[src/rtl/reg_scoreboard_pkg.sv]
`default_nettype none
// ============================================================================
// Module      : reg_scoreboard_pkg
// Description : Register-number width, register count and zero-register
//               index shared by decode and the scoreboard.
// Revision    : 1.0 - initial release
// ============================================================================
package reg_scoreboard_pkg;

    localparam int c_REG_W    = 5;
    localparam int c_NREG     = 32;
    localparam int c_ZERO_REG = 0;

endpackage
`default_nettype wire

[src/rtl/reg_scoreboard_sb_counter.sv]
`default_nettype none
// ============================================================================
// Module      : sb_counter
// Description : Saturating up/down pending-write counter with sync clear.
// Revision    : 1.0 - initial release
// ============================================================================
module sb_counter #(
    parameter int CNT_W = 2
) (
    input  logic clk,
    input  logic rst_n,
    input  logic i_clr,
    input  logic i_inc,
    input  logic i_dec,
    output logic o_full,
    output logic o_nonzero,
    output logic o_underflow
);

    logic [CNT_W-1:0] r_cnt;
    logic             w_dec_ok;

    assign o_full      = &r_cnt;
    assign o_nonzero   = |r_cnt;
    assign w_dec_ok    = i_dec & o_nonzero;
    assign o_underflow = i_dec & ~o_nonzero;

    // Simultaneous reserve and release hold, even when full.
    always_ff @(posedge clk or negedge rst_n) begin
        if (!rst_n) begin
            r_cnt <= '0;
        end else if (i_clr) begin
            r_cnt <= '0;
        end else if (i_inc && w_dec_ok) begin
            r_cnt <= r_cnt;
        end else if (i_inc) begin
            if (!o_full) begin
                r_cnt <= r_cnt + CNT_W'(1);
            end
        end else if (w_dec_ok) begin
            r_cnt <= r_cnt - CNT_W'(1);
        end
    end

endmodule
`default_nettype wire

[src/rtl/reg_scoreboard.sv]
`default_nettype none
// ============================================================================
// Module      : reg_scoreboard
// Description : RAW/WAW register-hazard scoreboard between decode and
//               writeback; one pending-write counter per register.
// Revision    : 1.0 - initial release
// ============================================================================
module reg_scoreboard
    import reg_scoreboard_pkg::*;
#(
    parameter int NREG  = c_NREG,
    parameter int CNT_W = 2
) (
    input  logic               clk,
    input  logic               rst_n,
    input  logic [c_REG_W-1:0] r0num_i,
    input  logic               r0valid_i,
    input  logic [c_REG_W-1:0] r1num_i,
    input  logic               r1valid_i,
    input  logic [c_REG_W-1:0] rdnum_i,
    input  logic               rdreserve_i,
    input  logic               wb_valid_i,
    input  logic [c_REG_W-1:0] wb_rdnum_i,
    input  logic               flush_i,
    output logic               rsreserved_o,
    output logic [NREG-1:0]    busy_o,
    output logic               underflow_o
);

    logic [NREG-1:0] w_busy;
    logic [NREG-1:0] w_full;
    logic [NREG-1:0] w_uf;
    logic            r_underflow;

    assign w_busy[c_ZERO_REG] = 1'b0;
    assign w_full[c_ZERO_REG] = 1'b0;
    assign w_uf[c_ZERO_REG]   = 1'b0;

    generate
        for (genvar i = 1; i < NREG; i++) begin : g_reg
            logic w_inc;
            logic w_dec;

            assign w_inc = rdreserve_i & (rdnum_i == c_REG_W'(i));
            assign w_dec = wb_valid_i & (wb_rdnum_i == c_REG_W'(i));

            sb_counter #(
                .CNT_W (CNT_W)
            ) u_cnt (
                .clk         (clk),
                .rst_n       (rst_n),
                .i_clr       (flush_i),
                .i_inc       (w_inc),
                .i_dec       (w_dec),
                .o_full      (w_full[i]),
                .o_nonzero   (w_busy[i]),
                .o_underflow (w_uf[i])
            );
        end
    endgenerate

    // No writeback bypass: the stall is a function of registered state only.
    assign rsreserved_o = (r0valid_i & w_busy[r0num_i])
                        | (r1valid_i & w_busy[r1num_i])
                        | w_full[rdnum_i];

    always_ff @(posedge clk or negedge rst_n) begin
        if (!rst_n) begin
            r_underflow <= 1'b0;
        end else if (|w_uf) begin
            r_underflow <= 1'b1;
        end
    end

    assign busy_o      = w_busy;
    assign underflow_o = r_underflow;

endmodule
`default_nettype wire

[config.mk]
export PLATFORM = sky130hd
export DESIGN_NAME = reg_scoreboard
export DESIGN_NICKNAME = d
export VERILOG_FILES = /design/src/rtl/reg_scoreboard_pkg.sv /design/src/rtl/reg_scoreboard_sb_counter.sv /design/src/rtl/reg_scoreboard.sv
export SDC_FILE = /design/constraint.sdc
export NUM_CORES = 1
export LEC_CHECK = 0
export CORE_MARGIN = 3
export CORE_UTILIZATION = 40
export DETAILED_ROUTE_END_ITERATION = 7
export GPL_TIMING_DRIVEN = 0
export RECOVER_POWER = 100
export SETUP_SLACK_MARGIN = 0.02
export SLEW_MARGIN = 20
export SYNTH_ARGS = -nofsm -noshare
export SYNTH_HDL_FRONTEND = slang
export SYNTH_SLANG_ARGS = --single-unit
export TNS_END_PERCENT = 50
[constraint.sdc]
create_clock -name clk -period 3.65 [get_ports clk]
set_input_delay 0.5475 -clock clk [delete_from_list [all_inputs] [get_ports clk]]
set_output_delay 0.5475 -clock clk [all_outputs]
set_load 0.005 [all_outputs]
==> flow_metrics.env <==
export IMPL_synth_compound_area_frac=0.259
export IMPL_n_antenna_cell=0
export IMPL_max_stage_delay_ps=570
export IMPL_grt_max_degree=39
export IMPL_antenna_found_initial=0
export IMPL_die_area_um2=16100
export IMPL_placed_area_um2=6640
export IMPL_cap_violations=3
export IMPL_cts_sinks=63
export IMPL_hp_class="in -> reg"
export IMPL_grt_usage=0.281
export IMPL_cts_buffers=9
export IMPL_r2r_setup_slack_ps=1480
export IMPL_clockBufferDepth=2
export IMPL_io_pins=61
export IMPL_peakVddDrop_v=0.000210
export IMPL_cp_max_fo=10
export IMPL_p_leak_nw=2.92
export IMPL_clk_latency_ps=340
export IMPL_synth_seq_cells=63
export IMPL_ys_seq_area_frac=0.269
export IMPL_synth_cell_types=70
export IMPL_dp_hpwl_um=17000
export IMPL_total_power_mw=1.85
export IMPL_fill_cells=1441
export IMPL_io_buffers=54
export IMPL_initial_core_util=0.415
export IMPL_path_cells="clkdlybuf4s50_1, buf_6, buf_6, a21oi_1, mux4_2, nand2_1, a21oi_1, or4_1, dlygate4sd2_1"
export IMPL_layout_commonest_cell="nor2_1"
export IMPL_power_switching_mw=0.523
export IMPL_combPwrFrac=0.156
export IMPL_syn_area_um2=5860
export IMPL_cellPowerDensity_nw_per_um2=267
export IMPL_synthMuxAreaShare=0.0562
export IMPL_synth_xor_area_frac=0.00150
export IMPL_routed_via_density=6.29
export IMPL_slew_viol_final=67
export IMPL_crit_required_ps=3100
export IMPL_switching_share=0.283
export IMPL_final_cell_mix="nor2_1, a21oi_1, nand2_1"
export IMPL_power_clock_fraction=0.461
export IMPL_path_clk_slew_ps=60
export IMPL_synth_top_family_by_area="simple AND/OR/NAND/NOR gates"
export IMPL_clock_fmax_mhz=279
export IMPL_drtPass1Iterations=5
export IMPL_finalWeightedCongestion=0.952
export IMPL_clock_skew_ps=3.39
export IMPL_synth_fa_ha_area_frac=0
export IMPL_intPower_mw=1.32
export IMPL_status="complete, but fails checks"
export IMPL_grt_pass1_vias=6319
export IMPL_nNetsFinal=899
export IMPL_syn_to_final_growth_pct=18.0
export IMPL_die_height_um=127
export IMPL_critical_path_class="in -> out"
export IMPL_grt_pass1_wl_um=35100
export IMPL_relSlewSlack=-0.197
export IMPL_rows=43
export IMPL_cts_tree="done"
export IMPL_synth_main_ff_cell="dfrtp_1"
export IMPL_worst_setup_path_end_kind="output port"
export IMPL_syn_area_per_cell_um2=7.27
export IMPL_drive_gt1_frac=0.112
export IMPL_tightestPinTransition_ps=1790
export IMPL_syn_nets=832
export IMPL_grt_overflow=0
export IMPL_fin_crit_sh=0.982
export IMPL_cts_root_buf="clkbuf_16"
export IMPL_rsz0062_at_grt="no"
export IMPL_yosysWarnings=0
export IMPL_final_hold_violation_count=0
export IMPL_finalSetupViolCount=0
export IMPL_routed_wirelength_um=22900
export IMPL_start_kind="primary input"
export IMPL_netlist_instances=805
export IMPL_ant_nets=0
export IMPL_async_reset_ff_frac=1.00
export IMPL_final_area_um2=6910
export IMPL_dieWidth_um=127
export IMPL_cp_slowest_cell="or4_1"
export IMPL_period_needed_ps=3580
export IMPL_post_drt_wl_per_cell_um=21.7
export IMPL_drtIter0Drc=764
export IMPL_violations="max-capacitance violations, max-slew violations"
export IMPL_drc_errors=0
export IMPL_critPathArrivalTime_ps=3040
export IMPL_cp_top_family="buffers and inverters"
export IMPL_yosys_area_share_simple=0.307
export IMPL_htreeDepth=3
export IMPL_synth_edf_count=0
export IMPL_timing_critical_path_buf_inv=4
export IMPL_power_frac_seq=0.382
export IMPL_fp_coreArea_um2=14100
export IMPL_vias=6644
## cell type report
type	instances	area [um2]	share of cell area
well taps	180	225	0.0326
plain buffers	86	512	0.0740
repair buffers	56	552	0.0798
clock inverters	4	47.5	0.00688
flip-flops and latches	63	1580	0.228
inverters	29	109	0.0157
clock buffers	11	233	0.0337
multi-input cells	627	3660	0.529
## worst reg2reg max path, stage by stage, from the launching register on
cell	delay, ps
dfrtp_1	320
clkbuf_1	290
nor2_1	170
mux4_2	480
nand2_1	80
o21ai_0	110
a211oi_1	190
or3b_1	390
## path summary, 6_finish.rpt
check,cells after the start,start,endpoint
max in group asynchronous,2,rst_n,g_reg[15].u_cnt.r_cnt[0]
hold reg to reg,2,g_reg[3].u_cnt.r_cnt[0],g_reg[3].u_cnt.r_cnt[1]
min in group asynchronous,1,rst_n,g_reg[25].u_cnt.r_cnt[0]
setup / recovery,9,r1num_i[2],rsreserved_o
hold / removal,2,flush_i,g_reg[24].u_cnt.r_cnt[0]
setup reg to reg,7,g_reg[1].u_cnt.r_cnt[0],underflow_o
## stage by stage
step | cells | hold WS [ps] | utilization | worst slack [ps] | TNS, ps
global route | 1056 | 618 | 0.490 | 11.8 | 0
detailed placement | 1040 | 501 | 0.471 | -464 | -464
finish | 1056 | 588 | 0.490 | 66.8 | 0
global placement | 1039 | 569 | 0.470 | -496 | -23760
CTS | 1056 | 137 | 0.494 | 126 | 0
floorplan | 805 | 252 | - | 1090 | 0
## Yosys cell counts, types with 10 or more instances
library cell | count | area share
a211oi_1 | 19 | 0.024
a21oi_1 | 95 | 0.081
a311oi_1 | 12 | 0.018
buf_2 | 25 | 0.021
buf_4 | 35 | 0.045
clkbuf_1 | 22 | 0.014
dfrtp_1 | 63 | 0.27
inv_1 | 29 | 0.019
nand2_1 | 86 | 0.055
nand2b_1 | 17 | 0.018
nand3_1 | 21 | 0.018
nor2_1 | 102 | 0.065
nor2b_1 | 10 | 0.011
nor3_1 | 36 | 0.031
nor3b_1 | 13 | 0.017
o21ai_0 | 62 | 0.053
o22ai_1 | 13 | 0.014
## power groups by stage
stage          logic, mW  registers (mW)  clock network, mW
2_1_floorplan      0.153           0.717                  0
3_3_place_gp       0.279           0.718                  0
3_5_place_dp       0.284           0.718                  0
4_1_cts            0.288           0.705              0.857
5_1_grt            0.307           0.706              0.887
6_report           0.289           0.706              0.852
## registers in the layout (all words and copies together) (netlist names)
name,cells
g.u_cnt.r_cnt,62
underflow_o,1
## metal layers
metal,vias up,part of all wire,track usage
met4,0,0.033,0.121
met1,3228,0.43,0.380
met5,-,0,0
li1,3010,-,-
met3,59,0.081,0.0502
met2,347,0.46,0.443
## what timing repair did
action / in CTS / in global routing
buffers inserted: 1 / 0
resized for setup: 11 / 3
hold buffers: 0 / 0
endpoints found under the setup margin: 1 / 1
## kinds of logic (layout without fill, tap and decap cells)
kind of cell	Yosys count	count (layout)
AND/OR/NAND/NOR	354	354
AO/OA/AOI/OAI	252	252
buffers and inverters	115	186
flip-flops	63	63
multiplexers	19	19
other	1	1
XOR/XNOR	1	1
(Power assumes the default switching activity.)
